<file path="config.mk">
export PLATFORM = sky130hd
export DESIGN_NAME = sprite_scheduler_flat
export DESIGN_NICKNAME = d
export VERILOG_FILES = /design/src/rtl/sprite_sched_pkg.sv /design/src/rtl/sprite_scheduler_if.sv /design/src/rtl/sprite_hit_test.sv /design/src/rtl/sprite_scheduler.sv /design/src/flat_wrapper.sv
export SDC_FILE = /design/constraint.sdc
export NUM_CORES = 1
export LEC_CHECK = 0
export CAP_MARGIN = 5
export CELL_PAD_IN_SITES_DETAIL_PLACEMENT = 2
export CELL_PAD_IN_SITES_GLOBAL_PLACEMENT = 2
export CORE_ASPECT_RATIO = 1.4
export CORE_UTILIZATION = 45
export DETAILED_ROUTE_END_ITERATION = 6
export GPL_ROUTABILITY_DRIVEN = 0
export HOLD_SLACK_MARGIN = 0.05
export PLACE_DENSITY_LB_ADDON = 0.1
export SKIP_LAST_GASP = 1
export SYNTH_ARGS = -nofsm -noshare
export SYNTH_HDL_FRONTEND = slang
export SYNTH_SLANG_ARGS = --single-unit
</file>
<file path="constraint.sdc">
create_clock -name CLK -period 35 [get_ports CLK]
set_input_delay 10.5 -clock CLK [delete_from_list [all_inputs] [get_ports CLK]]
set_output_delay 10.5 -clock CLK [all_outputs]
set_load 0.005 [all_outputs]
</file>
<file path="src/rtl/sprite_sched_pkg.sv">
// Shared types and constants for the sprite scheduler: slot descriptor,
// controller state encoding and the span helper used by each slot comparator.
package sprite_sched_pkg;

  localparam int N_SPRITES = 4;
  localparam int V_ACTIVE  = 480;
  localparam int COORD_W   = 10;
  localparam int MULT_W    = 4;
  localparam int ID_W      = (N_SPRITES > 1) ? $clog2(N_SPRITES) : 1;

  // Scaled extent fits in 14 bits and origin + extent in 15, so neither wraps.
  localparam int PROD_W = COORD_W + MULT_W;
  localparam int SUM_W  = PROD_W + 1;

  typedef enum logic [1:0] {
    ST_BLANK  = 2'd0,
    ST_RUN    = 2'd1,
    ST_COMMIT = 2'd2
  } state_t;

  typedef struct packed {
    logic [COORD_W-1:0] x;
    logic [COORD_W-1:0] y;
    logic [COORD_W-1:0] w;
    logic [COORD_W-1:0] h;
    logic [MULT_W-1:0]  mult;
    logic               vis;
  } desc_t;

  // True when origin <= pos < origin + size*mult (half-open span).
  function automatic logic in_span(input logic [COORD_W-1:0] pos,
                                   input logic [COORD_W-1:0] origin,
                                   input logic [COORD_W-1:0] size,
                                   input logic [MULT_W-1:0]  mult);
    logic [PROD_W-1:0] extent;
    logic [SUM_W-1:0]  limit;
    extent = PROD_W'(size) * PROD_W'(mult);
    limit  = SUM_W'(origin) + SUM_W'(extent);
    return (pos >= origin) && (SUM_W'(pos) < limit);
  endfunction

endpackage

</file>
<file path="src/rtl/sprite_scheduler_if.sv">
// Descriptor update port between game logic (master) and the sprite scheduler
// (slave).
interface sprite_scheduler_if;
  import sprite_sched_pkg::*;

  // Handshake: the master raises upd_req with all upd_* fields and holds them
  // stable until it sees upd_ack high; the write takes effect on that clock
  // edge. upd_ack is combinational and may stay low (commit cycle, reset).
  logic               upd_req;
  logic               upd_ack;
  logic [ID_W-1:0]    upd_id;
  logic [COORD_W-1:0] upd_x;
  logic [COORD_W-1:0] upd_y;
  logic [COORD_W-1:0] upd_w;
  logic [COORD_W-1:0] upd_h;
  logic [MULT_W-1:0]  upd_mult;
  logic               upd_vis;

  modport master (
    output upd_req, upd_id, upd_x, upd_y, upd_w, upd_h, upd_mult, upd_vis,
    input  upd_ack
  );

  modport slave (
    input  upd_req, upd_id, upd_x, upd_y, upd_w, upd_h, upd_mult, upd_vis,
    output upd_ack
  );

endinterface

</file>
<file path="src/rtl/sprite_hit_test.sv">
// One slot's coverage comparator: decides whether the active descriptor
// covers the current pixel. Degenerate sprites (zero size or scale) never hit.
module sprite_hit_test
  import sprite_sched_pkg::*;
(
  input  desc_t              desc,
  input  logic [COORD_W-1:0] px,
  input  logic [COORD_W-1:0] py,
  output logic               hit
);

  logic non_degenerate;

  assign non_degenerate = desc.vis && (desc.mult != '0) &&
                          (desc.w != '0) && (desc.h != '0);

  assign hit = non_degenerate &&
               in_span(px, desc.x, desc.w, desc.mult) &&
               in_span(py, desc.y, desc.h, desc.mult);

endmodule

</file>
<file path="src/rtl/sprite_scheduler.sv">
// Per-frame sprite scheduler: shadow descriptor writes, atomic commit at the
// start of vertical blanking, per-pixel fixed-priority ownership. Optional
// SPRITE_SCHED_COLLISION_EN adds a per-frame collision_mask output.
module sprite_scheduler
  import sprite_sched_pkg::*;
(
  input  logic               CLK,
  input  logic               reset,
  input  logic [COORD_W-1:0] X_VGA,
  input  logic [COORD_W-1:0] Y_VGA,
  sprite_scheduler_if.slave  upd,
  output logic [COORD_W-1:0] X_OBJETO,
  output logic [COORD_W-1:0] Y_OBJETO,
  output logic [COORD_W-1:0] LARGURA_OBJETO,
  output logic [COORD_W-1:0] ALTURA_OBJETO,
  output logic [MULT_W-1:0]  MULTPLICADOR,
  output logic [ID_W-1:0]    sel_id,
  output logic               sel_valid,
  output logic               frame_commit,
`ifdef SPRITE_SCHED_COLLISION_EN
  output logic [N_SPRITES-1:0] collision_mask,
`endif
  output state_t             state_dbg
);

  state_t state;
  state_t state_next;

  desc_t shadow [N_SPRITES];
  desc_t active [N_SPRITES];
  desc_t wr_desc;

  logic [N_SPRITES-1:0] hit_vec;
  logic                 any_hit;
  logic [ID_W-1:0]      win_id;
  desc_t                win_desc;

  assign state_dbg = state;

  assign wr_desc = '{x:    upd.upd_x,
                     y:    upd.upd_y,
                     w:    upd.upd_w,
                     h:    upd.upd_h,
                     mult: upd.upd_mult,
                     vis:  upd.upd_vis};

  always_ff @(posedge CLK) begin
    if (!reset) state <= ST_BLANK;
    else        state <= state_next;
  end

  always_comb begin
    state_next   = state;
    upd.upd_ack  = 1'b0;
    frame_commit = 1'b0;
    case (state)
      ST_BLANK: begin
        upd.upd_ack = reset && upd.upd_req;
        if (X_VGA == '0 && Y_VGA == '0) state_next = ST_RUN;
      end
      ST_RUN: begin
        upd.upd_ack = reset && upd.upd_req;
        if (X_VGA == '0 && Y_VGA == COORD_W'(V_ACTIVE)) state_next = ST_COMMIT;
      end
      ST_COMMIT: begin
        frame_commit = reset;
        state_next   = ST_BLANK;
      end
      default: state_next = ST_BLANK;
    endcase
  end

  // Writes to an id with no slot behind it are acked and fall through here.
  always_ff @(posedge CLK) begin
    if (!reset) begin
      for (int i = 0; i < N_SPRITES; i++) begin
        shadow[i] <= '0;
        active[i] <= '0;
      end
    end else begin
      for (int i = 0; i < N_SPRITES; i++) begin
        if (upd.upd_ack && upd.upd_id == ID_W'(i)) shadow[i] <= wr_desc;
        if (state == ST_COMMIT) active[i] <= shadow[i];
      end
    end
  end

  for (genvar g = 0; g < N_SPRITES; g++) begin : g_hit
    sprite_hit_test u_hit (
      .desc (active[g]),
      .px   (X_VGA),
      .py   (Y_VGA),
      .hit  (hit_vec[g])
    );
  end

  // Scan from the lowest priority up so slot 0 is the final override.
  always_comb begin
    any_hit  = 1'b0;
    win_id   = '0;
    win_desc = '0;
    for (int i = N_SPRITES - 1; i >= 0; i--) begin
      if (hit_vec[i]) begin
        any_hit  = 1'b1;
        win_id   = ID_W'(i);
        win_desc = active[i];
      end
    end
  end

  always_ff @(posedge CLK) begin
    if (!reset || state != ST_RUN || !any_hit) begin
      sel_valid      <= 1'b0;
      sel_id         <= '0;
      X_OBJETO       <= '0;
      Y_OBJETO       <= '0;
      LARGURA_OBJETO <= '0;
      ALTURA_OBJETO  <= '0;
      MULTPLICADOR   <= '0;
    end else begin
      sel_valid      <= 1'b1;
      sel_id         <= win_id;
      X_OBJETO       <= win_desc.x;
      Y_OBJETO       <= win_desc.y;
      LARGURA_OBJETO <= win_desc.w;
      ALTURA_OBJETO  <= win_desc.h;
      MULTPLICADOR   <= win_desc.mult;
    end
  end

`ifdef SPRITE_SCHED_COLLISION_EN
  logic [N_SPRITES-1:0] sticky;
  logic                 multi_hit;

  // At least two bits set: clearing the lowest set bit leaves something.
  assign multi_hit = (hit_vec & (hit_vec - N_SPRITES'(1))) != '0;

  always_ff @(posedge CLK) begin
    if (!reset) begin
      sticky         <= '0;
      collision_mask <= '0;
    end else if (state == ST_COMMIT) begin
      collision_mask <= sticky;
      sticky         <= '0;
    end else if (state == ST_RUN && multi_hit) begin
      sticky <= sticky | hit_vec;
    end
  end
`endif

endmodule

</file>
<file path="src/flat_wrapper.sv">
// flat-port wrapper written by rule: the top's interface ports become plain ports
module sprite_scheduler_flat import sprite_sched_pkg::*;
  (CLK, reset, X_VGA, Y_VGA, X_OBJETO, Y_OBJETO, LARGURA_OBJETO, ALTURA_OBJETO, MULTPLICADOR, sel_id, sel_valid, frame_commit, state_dbg, upd_upd_req, upd_upd_id, upd_upd_x, upd_upd_y, upd_upd_w, upd_upd_h, upd_upd_mult, upd_upd_vis, upd_upd_ack);
  sprite_scheduler_if upd_i ();
  input  logic CLK;
  input  logic reset;
  input  logic [COORD_W-1:0] X_VGA;
  input  logic [COORD_W-1:0] Y_VGA;
  output logic [COORD_W-1:0] X_OBJETO;
  output logic [COORD_W-1:0] Y_OBJETO;
  output logic [COORD_W-1:0] LARGURA_OBJETO;
  output logic [COORD_W-1:0] ALTURA_OBJETO;
  output logic [MULT_W-1:0] MULTPLICADOR;
  output logic [ID_W-1:0] sel_id;
  output logic sel_valid;
  output logic frame_commit;
  output state_t state_dbg;
  input wire logic [$bits(upd_i.upd_req)-1:0] upd_upd_req;
  input wire logic [$bits(upd_i.upd_id)-1:0] upd_upd_id;
  input wire logic [$bits(upd_i.upd_x)-1:0] upd_upd_x;
  input wire logic [$bits(upd_i.upd_y)-1:0] upd_upd_y;
  input wire logic [$bits(upd_i.upd_w)-1:0] upd_upd_w;
  input wire logic [$bits(upd_i.upd_h)-1:0] upd_upd_h;
  input wire logic [$bits(upd_i.upd_mult)-1:0] upd_upd_mult;
  input wire logic [$bits(upd_i.upd_vis)-1:0] upd_upd_vis;
  output wire logic [$bits(upd_i.upd_ack)-1:0] upd_upd_ack;
  assign upd_i.upd_req = upd_upd_req;
  assign upd_i.upd_id = upd_upd_id;
  assign upd_i.upd_x = upd_upd_x;
  assign upd_i.upd_y = upd_upd_y;
  assign upd_i.upd_w = upd_upd_w;
  assign upd_i.upd_h = upd_upd_h;
  assign upd_i.upd_mult = upd_upd_mult;
  assign upd_i.upd_vis = upd_upd_vis;
  assign upd_upd_ack = upd_i.upd_ack;
  sprite_scheduler u_core (.CLK(CLK), .reset(reset), .X_VGA(X_VGA), .Y_VGA(Y_VGA), .upd(upd_i), .X_OBJETO(X_OBJETO), .Y_OBJETO(Y_OBJETO), .LARGURA_OBJETO(LARGURA_OBJETO), .ALTURA_OBJETO(ALTURA_OBJETO), .MULTPLICADOR(MULTPLICADOR), .sel_id(sel_id), .sel_valid(sel_valid), .frame_commit(frame_commit), .state_dbg(state_dbg));
endmodule
</file>
Yosys cells after proc, flatten, opt, wreduce, memory -nomap -nowiden
Memories as Yosys holds them, arrays and structs flattened.
Index checks and enable logic that the tools add are counted.
- bits in registers: 49
- memories: 2
- RAM bits: 360
- output and inout port bits: 51
- input bits: 70
- word-level logic and storage cells: 160
- bitwise operators: 8
- $mul: 8
- multiplexer cells: 41
- eq/ne operators: 9
- magnitude comparators: 16
- $add $sub $neg: 8
- reductions and logical operators: 59
- memories (name ; words ; width ; read ports ; clocked after Yosys merged registers in ; wr ports ; RTL line ; text):
    u_core.active ; 4 ; 45 ; 4 ; 0 ; 4 ; sprite_scheduler.sv:30 ; desc_t active [N_SPRITES];
    u_core.shadow ; 4 ; 45 ; 4 ; 0 ; 4 ; sprite_scheduler.sv:29 ; desc_t shadow [N_SPRITES];
- operators by type and width (kind ; number):
    two-way mux 45 bit ; 12
    adder 10 x 14 -> 15 bit ; 8
    < comparator 10 x 15 -> 1 bit ; 8
    multiplier 10 x 4 -> 14 bit ; 8
    >= comparator 10 bit ; 8
    nonzero test 10 bit ; 8
    logical AND 1 bit ; 35
    two-way mux 1 bit ; 24
    zero test 10 bit ; 2
    nonzero test 4 bit ; 4
    equality test 10 x 9 -> 1 bit, second input constant ; 1
    two-way mux 2 bit ; 4
    bitwise OR 1 bit ; 8
    equality test 2 bit, second input constant ; 3
    inequality test 2 x 1 -> 1 bit, second input constant ; 3
    equality test 2 x 1 -> 1 bit, second input constant ; 2
    zero test 2 bit ; 2
    case mux 2 bit (2 select lines) ; 1
    OR reduction 2 bit ; 2
    OR reduction 3 bit ; 1
    zero test 1 bit ; 2
    logical OR 1 bit ; 2
    AND reduction 2 bit ; 1

Depth between registers and ports, before layout
Gate-level depths: netlist (run 1).
An unclocked memory read counts as a cell.
- depth in word-level cells: 14
- gate-level depth with buffers: 29
- depth with buffers taken out: 26

Cells and area by module
A second synthesis (run 1) with hierarchy kept.
- cell total of the unflattened synthesis: 3012
- area, all modules: 31976.9 um^2
- modules (own cells, without submodules) (module ; seq. area each (um^2) ; cells each ; instances ; area each (um^2)):
    sprite_scheduler ; 11791.3 ; 1005 ; 1 ; 15607.5
    sprite_hit_test at u_core.g_hit[1].u_hit ; 0.0 ; 504 ; 1 ; 4132.7
    sprite_hit_test at u_core.g_hit[0].u_hit ; 0.0 ; 506 ; 1 ; 4111.4
    sprite_hit_test at u_core.g_hit[3].u_hit ; 0.0 ; 498 ; 1 ; 4071.4
    sprite_hit_test at u_core.g_hit[2].u_hit ; 0.0 ; 499 ; 1 ; 4053.9

Least setup slack after synthesis (run 1)
Ideal clock, no wire load.
- path type: input to output
- from: input reset
- to: output frame_commit
- setup slack: 13.159 ns
- arrival: 11.341 ns
- buffers on the path: 1
- cell stages on the path: 2
- data required time: 24.500 ns
- cell sequence: nor3b_1 -> clkbuf_1
- cells in the longest elaborated chain, start to end: 1
- RTL lines (element ; RTL line ; text):
    from (decl) ; flat_wrapper.sv:6 ; input logic reset;
    two-way mux 1 bit ; sprite_scheduler.sv:56 ; case (state)
    to (decl) ; flat_wrapper.sv:16 ; output logic frame_commit;
No other way between the ends.

Worst setup path in the final report (run 1)
Ends and elaborated chain as after synthesis.

==> results.toml, run 1 <==
[logic_synthesis]
syn-cell-area_sq_um = 31400
ys.flop_type = "edfxtp_1"
syn_avg_cell_area_sq_um = 10.6
synth_seq_cells = 409
yosysWarnings = 0
ys_types = 67
async_flop_share = 0
synth_edf_count = 360
synthCells = 2956
ys_seq_area_frac = 0.376
syn_nets = 3578

[clocking]
holdBufCountCts = 0
clock-sinks = 409
cts_buffers = 46
clk_latency_ns = 0.59
cts_tree = "yes"
cts-resized-gates = 0
cts_setup_buffers = 0
path_clk_slew_ns = 0.07
cts_max_path_buffers = 3
clock-root-buffer = "clkbuf_16"
h-tree-depth = 2

[drt]
drtPass1Iterations = 5
vias = 23474
viasPerCell = 5.82
wirelength_microns = 111000
drtIter0Drc = 1300
drc = 0
ant_nets = 0
wl_per_cell_microns = 27.6

[floorplanning]
die_x_microns = 225
rows = 114
design.die.area_sq_um = 70800
initial_core_util = 0.455
dieHeight_microns = 315
io_pins = 121
core_sq_um = 69000

[setup_path]
timing.rr.start = "u_core.active[1][4]"
worst_ep_required_time_ns = 24.50
rrSetupSlack_ns = 26.70
r2r_cells = 23
critPathLaunchType = "primary input"
r2r-end = "u_core.MULTPLICADOR[0]"
critical_path_class = "in -> out"
worst_setup_path_end_kind = "primary output"
worstPathMaxFanout = 181
crit_arrival_ns = 12.78

[global_route]
grt_pass1_vias = 27135
grt_antenna_before_repair = 2
use_met3 = 0.0281
gr-usage-all-layers = 0.320
busiest_layer = "met2"
grt_max_degree = 182
grtUsageMet2 = 0.604
grtUsageMet1 = 0.336
grt_pass1_wl_microns = 167000
overflow = 0

[place]
portBuffers = 120
dp_slack_ns = 11.76
dp_hpwl_microns = 83100
placed_cells = 3946
placed_area_sq_um = 33700

[worst_hold_path]
holdPathEnd = "u_core.active[0][29]"
hold_path_depth = 1
min_path_type = "reg -> reg"
hold_start = "u_core.shadow[0][29]"

[sta]
holdWs_ns = 0.513
min_period_over_period = 0.665
slew_headroom = 0.224
rsz0062_at_grt = "false"
final-setup-viol-count = 0
hold_viol = 0
finalCriticalPeriod_ns = 23.28
final_max_slew_viol_count = 0
setup_tns_ns = 0
fin_skew_ns = 0.0203
setup_ws_ns = 11.72
worst_pin_slew_ns = 1.16
fmax_ghz = 0.0430

[finish]
fin_area_sq_um = 35300
nets = 3688
area_growth_pct = 12.4
final_cells = 4033
layout_common_cells = "and2_1 (598), inv_1 (406), edfxtp_1 (360)"
drive_above_1_share = 0.0419
final_common_cell = "and2_1"

[run]
drv_cap = 0

[status]
status = "completed"

[pwr]
cellPowerDensity_nw_per_um2 = 37.5
p_leak_nw = 15.4
ir_worst_vdd_uv = 42.8
## layout make-up
| type | instances | area [sq um] |
|---|---|---|
| Antenna cell | 1 | 2.50 |
| Clock buffer | 67 | 1350 |
| Clock inverter | 19 | 204 |
| Fill cell | 6947 | 33700 |
| Inverter | 407 | 1530 |
| Multi-Input combinational cell | 2044 | 17700 |
| Sequential cell | 409 | 11800 |
| Tap cell | 928 | 1160 |
| Timing Repair Buffer | 158 | 1510 |
## cell families (layout without fill, tap and decap cells)
logic type | count (synthesis) | count (layout) | synth area share
AO/OA/AOI/OAI | 451 | 451 | 0.0982
XOR/XNOR | 56 | 56 | 0.0156
adder cells (fa/ha/maj) | 552 | 552 | 0.268
buffers and inverters | 503 | 651 | 0.0616
flip-flops | 409 | 409 | 0.376
multiplexers | 7 | 7 | 0.00235
other | 0 | 1 | 0
AND/OR/NAND/NOR | 978 | 978 | 0.179
## Yosys cell counts (all sizes together) (3+ instances only)
library cell / n / area [sq um]
a2111o: 3 / 33.8
a2111oi: 6 / 52.6
a211oi: 29 / 218
a21o: 43 / 323
a21oi: 79 / 395
a221oi: 48 / 427
a311o: 4 / 40.0
a31oi: 16 / 100
and2: 598 / 3740
and3: 5 / 31.3
buf: 16 / 108
clkbuf: 80 / 300
dfxtp: 49 / 981
edfxtp: 360 / 10800
fa: 200 / 4000
ha: 352 / 4400
inv: 407 / 1530
mux2: 3 / 33.8
mux2i: 4 / 40.0
nand2: 122 / 465
nand2b: 34 / 213
nand3: 26 / 130
nand3b: 4 / 30.0
nand4: 5 / 31.3
nor2: 49 / 184
nor2b: 14 / 87.6
nor3: 67 / 335
nor3b: 5 / 37.5
nor4: 29 / 181
nor4b: 3 / 26.3
o2111ai: 18 / 158
o211ai: 9 / 67.6
o21a: 25 / 188
o21ai: 80 / 412
o21bai: 8 / 60.1
o22ai: 49 / 307
o31a: 6 / 52.6
o31ai: 5 / 37.5
o41ai: 5 / 51.3
or3: 7 / 43.8
or4: 6 / 45.0
xnor2: 21 / 184
xor2: 35 / 307
## worst max-delay path by stage
stage,end,start,depth (start not counted),slack (ns)
CTS,frame_commit,reset,4,11.72
finish,frame_commit,reset,4,11.72
global route,frame_commit,reset,4,11.61
floorplan,frame_commit,reset,2,13.16
detailed placement,frame_commit,reset,4,11.76
global placement,frame_commit,reset,4,11.83
## metal layers
| layer | wire (microns) | vias to the layer above |
|---|---|---|
| li1 | - | 10342 |
| met1 | 39600 | 12170 |
| met2 | 59900 | 680 |
| met3 | 3740 | 282 |
| met4 | 8130 | 0 |
| met5 | 0 | - |
## metrics by stage
stage          power, mW  utilization
6_report            1.32        0.511
5_1_grt             1.37        0.511
4_1_cts             1.33        0.511
3_5_place_dp       0.822        0.489
3_3_place_gp       0.800        0.489
2_1_floorplan      0.729            -
## worst max-delay path: stages
cell and delay, ns:
clkdlybuf4s50_1 0.71, nor3b_2 0.34, buf_12 0.50, clkdlybuf4s50_1 0.63
## sequential cells by signal, indices dropped and copies added, names as in the netlist
signal	flops
u_core.ALTURA_OBJETO	10
u_core.LARGURA_OBJETO	10
u_core.MULTPLICADOR	4
u_core.X_OBJETO	10
u_core.Y_OBJETO	10
u_core.active	180
u_core.sel_id	2
u_core.sel_valid	1
u_core.shadow	180
u_core.state_dbg	2
## where the power goes
| group | switching [mW] | internal (mW) |
|---|---|---|
| Combinational | 0.150 | 0.0952 |
| Clock | 0.210 | 0.299 |
| Sequential | 0.0170 | 0.553 |
Note: power is estimated with default switching activity, not from simulation.
==> run 2: changes to the inputs <==
CORE_UTILIZATION = 38   (was 45)
clock period = 21.4 ns   (was 35 ns; I/O delays follow)
==> run 2 against run 1 <==
  * Clock-buffer cell count grew 6
  * Clock skew shrank 0.0088 ns
  * Total power grew 61%
  * Global-route usage shrank 6.3 points
  * Flip-flop and latch count is the same
  * Setup slack lost 5.4 ns
  * Via count shrank 2.9%
  * Clock power grew 60%
  * First-iteration DRC count shrank 23%
  * Largest power group unchanged
==> results.toml, run 2 (synthesis gave the netlist of run 1 again) <==
[status]
status = "completed"

[drt]
ant_nets = 0
drtPass1Iterations = 5
vias = 22787
drtIter0Drc = 1003
viasPerCell = 5.46
drc = 0
wl_per_cell_microns = 25.3
wirelength_microns = 106000

[floorplanning]
core_sq_um = 81800
die_x_microns = 245
initial_core_util = 0.384
io_pins = 121
design.die.area_sq_um = 83800
dieHeight_microns = 342
rows = 124

[sta]
min_period_over_period = 0.702
worst_pin_slew_ns = 1.19
fin_skew_ns = 0.0115
finalCriticalPeriod_ns = 15.03
hold_viol = 0
final-setup-viol-count = 0
holdWs_ns = 0.517
final_max_slew_viol_count = 0
setup_ws_ns = 6.37
fmax_ghz = 0.0665
slew_headroom = 0.207
setup_tns_ns = 0
rsz0062_at_grt = "false"

[clocking]
clock-sinks = 409
cts-resized-gates = 0
holdBufCountCts = 0
h-tree-depth = 2
cts_setup_buffers = 0
clock-root-buffer = "clkbuf_16"
clk_latency_ns = 0.60
path_clk_slew_ns = 0.06
cts_tree = "yes"
cts_max_path_buffers = 3
cts_buffers = 47

[pwr]
cellPowerDensity_nw_per_um2 = 60.3
p_clk_frac = 0.381
swShare = 0.288
ir_worst_vdd_uv = 60.5
p_leak_nw = 15.3
internal_power_mw = 1.52
p_sw_mw = 0.616
power_frac_comb = 0.184
seq_power_share = 0.435

[place]
placed_cells = 4086
portBuffers = 120
dp_slack_ns = 6.41
dp_hpwl_microns = 80400

[global_route]
overflow = 0
grt_pass1_wl_microns = 160000
grt_max_degree = 181
gr-usage-all-layers = 0.257
grt_antenna_before_repair = 5
grt_pass1_vias = 25808

[finish]
layout_common_cells = "and2_1 (598), inv_1 (406), edfxtp_1 (360)"
nets = 3686
final_common_cell = "and2_1"
drive_above_1_share = 0.0413
final_cells = 4174
area_growth_pct = 12.9
reg_top3 = "u_core.active: 180 flops, u_core.shadow: 180 flops"

[setup_path]
critical_path_class = "in -> out"
critPathLaunchType = "primary input"
worstPathMaxFanout = 7
crit_arrival_ns = 8.61
worst_setup_path_end_kind = "primary output"
worst_ep_required_time_ns = 14.98

[worst_hold_path]
min_path_type = "reg -> reg"

[run]
drv_cap = 0
## run 2: routing by layer
metal  vias up  routed length [microns]  GRT usage
li1      10340                        -          -
met1     11826                    40600      0.291
met2       444                    57200      0.491
met3       175                     3360     0.0243
met4         2                     4490     0.0978
met5         -                       11          0
## run 2: metrics by stage
stage                util  cell area (sq um)  total power [mW]
floorplan               -              31400              1.19
global placement    0.414              33900              1.32
detailed placement  0.414              33900              1.34
CTS                 0.433              35400              2.16
global route        0.433              35400              2.23
finish              0.433              35400              2.14
## run 2: power groups by stage
| stage | sequential [mW] | clock, mW | combinational (mW) |
|---|---|---|---|
| floorplan | 0.939 | 0 | 0.254 |
| global route | 0.933 | 0.857 | 0.443 |
| finish | 0.930 | 0.814 | 0.393 |
| global placement | 0.944 | 0 | 0.375 |
| CTS | 0.930 | 0.829 | 0.402 |
| detailed placement | 0.946 | 0 | 0.397 |
## run 2: worst max-delay path, stage by stage
cell and delay [ns]:
clkdlybuf4s50_1 0.72, nor3b_2 0.81, clkdlybuf4s50_1 0.65
## run 2: final timing paths
check / cells after the start / from / slack (ns) / end
setup / recovery: 3 / reset / 6.37 / frame_commit
hold / removal: 1 / u_core.shadow[0][63] / 0.52 / u_core.active[1][18]
setup reg to reg: 24 / u_core.active[1][2] / 13.21 / u_core.LARGURA_OBJETO[4]
hold reg to reg: 1 / u_core.shadow[0][63] / 0.52 / u_core.active[1][18]
## run 2: area by class of cell
| cell class | count | area, sq um |
|---|---|---|
| Sequential cell | 409 | 11800 |
| Clock buffer | 73 | 1350 |
| Antenna cell | 1 | 2.50 |
| Inverter | 407 | 1530 |
| Timing Repair Buffer | 155 | 1490 |
| Fill cell | 8454 | 46300 |
| Tap cell | 1071 | 1340 |
| Multi-Input combinational cell | 2044 | 17700 |
| Clock inverter | 14 | 194 |
==> run 3: changes to the inputs <==
CORE_UTILIZATION = 42   (was 38)
clock period = 14.73 ns   (was 21.4 ns; I/O delays follow)
==> run 3 against run 2 <==
  * First-iteration DRC count increased by 19%
  * Global-route usage increased by 3.6 points
  * Core utilization increased by 4.4 points
  * Combinational power increased by 46%
  * Largest cell class unchanged
  * Highest routed layer unchanged
==> results.toml, run 3 (synthesis gave the netlist of run 1 again) <==
[pwr]
swShare = 0.282
p_sw_mw = 0.873
p_clk_frac = 0.376
p_leak_nw = 15.4
cellPowerDensity_nw_per_um2 = 87.6
ir_worst_vdd_uv = 83.9
seq_power_share = 0.438
internal_power_mw = 2.22
power_frac_comb = 0.186

[drt]
wirelength_microns = 109000
viasPerCell = 5.71
drc = 0
vias = 23218
wl_per_cell_microns = 26.7
ant_nets = 0
highest_layer = "met5"
wl_met2_microns = 58500
route.met3.wl_microns = 3990
drtPass1Iterations = 7
drtIter0Drc = 1198
wl_met1_microns = 39400

[finish]
drive_above_1_share = 0.0425
diodes = 0
area_growth_pct = 12.4
nets = 3693
final_common_cell = "and2_1"
fillCellCount = 7515
layout_common_cells = "and2_1 (598), inv_1 (406), edfxtp_1 (360)"
reg_top3 = "u_core.active: 180 flops, u_core.shadow: 180 flops"
final_util = 0.477

[clocking]
path_clk_slew_ns = 0.06
holdBufCountCts = 0
cts_tree = "yes"
cts_buffers = 45
clock-root-buffer = "clkbuf_16"
clock-sinks = 409
h-tree-depth = 2
cts-resized-gates = 0
cts_max_path_buffers = 3
cts_setup_buffers = 0
clk_latency_ns = 0.60

[sta]
finalCriticalPeriod_ns = 10.95
fmax_ghz = 0.0913
final_max_slew_viol_count = 0
worst_pin_slew_ns = 1.17
final-setup-viol-count = 0
setup_tns_ns = 0
min_period_over_period = 0.744
fin_skew_ns = 0.0280
slew_headroom = 0.221
rsz0062_at_grt = "false"
hold_viol = 0

[setup_path]
r2r_cells = 23
crit_arrival_ns = 6.53
critPathLaunchType = "primary input"
worst_setup_path_end_kind = "primary output"
cp-endpoint = "frame_commit"
timing.rr.start = "u_core.active[1][3]"
crit_path_start = "reset"
r2r-end = "u_core.LARGURA_OBJETO[6]"
worst_ep_required_time_ns = 10.31
worstPathMaxFanout = 7
critical_path_class = "in -> out"
rrSetupSlack_ns = 6.24

[global_route]
grt_antenna_before_repair = 4
grt_pass1_vias = 26854
grt_max_degree = 109
overflow = 0
grt_pass1_wl_microns = 165000
gr-usage-all-layers = 0.293

[floorplanning]
io_pins = 121
design.die.area_sq_um = 75900
dieHeight_microns = 326
initial_core_util = 0.424
die_x_microns = 233
rows = 118
core_sq_um = 74000

[place]
dp_hpwl_microns = 83600
portBuffers = 120

[worst_hold_path]
min_path_type = "reg -> reg"

[status]
status = "completed"

[run]
drv_cap = 0
[run 3: changes by cell type in the layout (fill, tap and decap cells not counted), moves of 2 or more]
cell / change
buf_12: -2
clkinv_1: +2
clkinv_2: -4
buf_4: +10
clkbuf_1: -2
clkbuf_16: +4
clkinv_16: -2
inv_6: +2
clkinvlp_4: -2
[run 3: worst max-delay path, cell delays in order]
cell and delay (ns):
clkdlybuf4s50_1 0.79, nor3b_2 0.69, clkdlybuf4s50_1 0.63
[run 3: how the worst min path moves through the flow]
stage	depth (start not counted)	end	slack, ns	start
3_3_place_gp	1	u_core.active[3][8]	0.50	u_core.shadow[0][143]
4_1_cts	1	u_core.active[0][44]	0.51	u_core.shadow[0][44]
5_1_grt	1	u_core.active[0][20]	0.53	u_core.shadow[0][20]
2_1_floorplan	2	u_core.state_dbg[0]	0.49	u_core.state_dbg[0]
3_5_place_dp	1	u_core.active[0][44]	0.51	u_core.shadow[0][44]
6_report	1	u_core.active[0][44]	0.50	u_core.shadow[0][44]
[run 3: area by class of cell]
cell class	count	area, sq um	area share
inverters	407	1530	0.0433
multi-input cells	2044	17700	0.503
repair buffers	164	1530	0.0433
well taps	960	1200	0.0340
clock inverters	8	77.6	0.00220
flip-flops and latches	409	11800	0.334
clock buffers	74	1430	0.0406
[run 3: per-stage QoR]
step | hold WS, ns | instances | worst slack, ns | cell area (sq um) | total power, mW
final | 0.498 | 4066 | 3.78 | 35300 | 3.09
after global routing | 0.528 | 4066 | 3.69 | 35300 | 3.22
after CTS | 0.505 | 4065 | 3.77 | 35300 | 3.12
after detailed placement | 0.509 | 3983 | 3.78 | 33800 | 1.96
after global placement | 0.498 | 3983 | 3.86 | 33800 | 1.91
after floorplan | 0.489 | 2956 | 0.808 | 31400 | 1.73
[run 3: metal layers]
metal	GRT usage	up-vias
met3	0.0304	258
met4	0.159	4
li1	-	10345
met5	0	-
met1	0.315	12007
met2	0.551	604
[run 3: power groups by stage]
stage / registers, mW / logic [mW] / clock network (mW)
2_1_floorplan: 1.36 / 0.369 / 0
3_3_place_gp: 1.37 / 0.537 / 0
3_5_place_dp: 1.38 / 0.579 / 0
4_1_cts: 1.35 / 0.586 / 1.18
5_1_grt: 1.36 / 0.643 / 1.22
6_report: 1.35 / 0.575 / 1.16
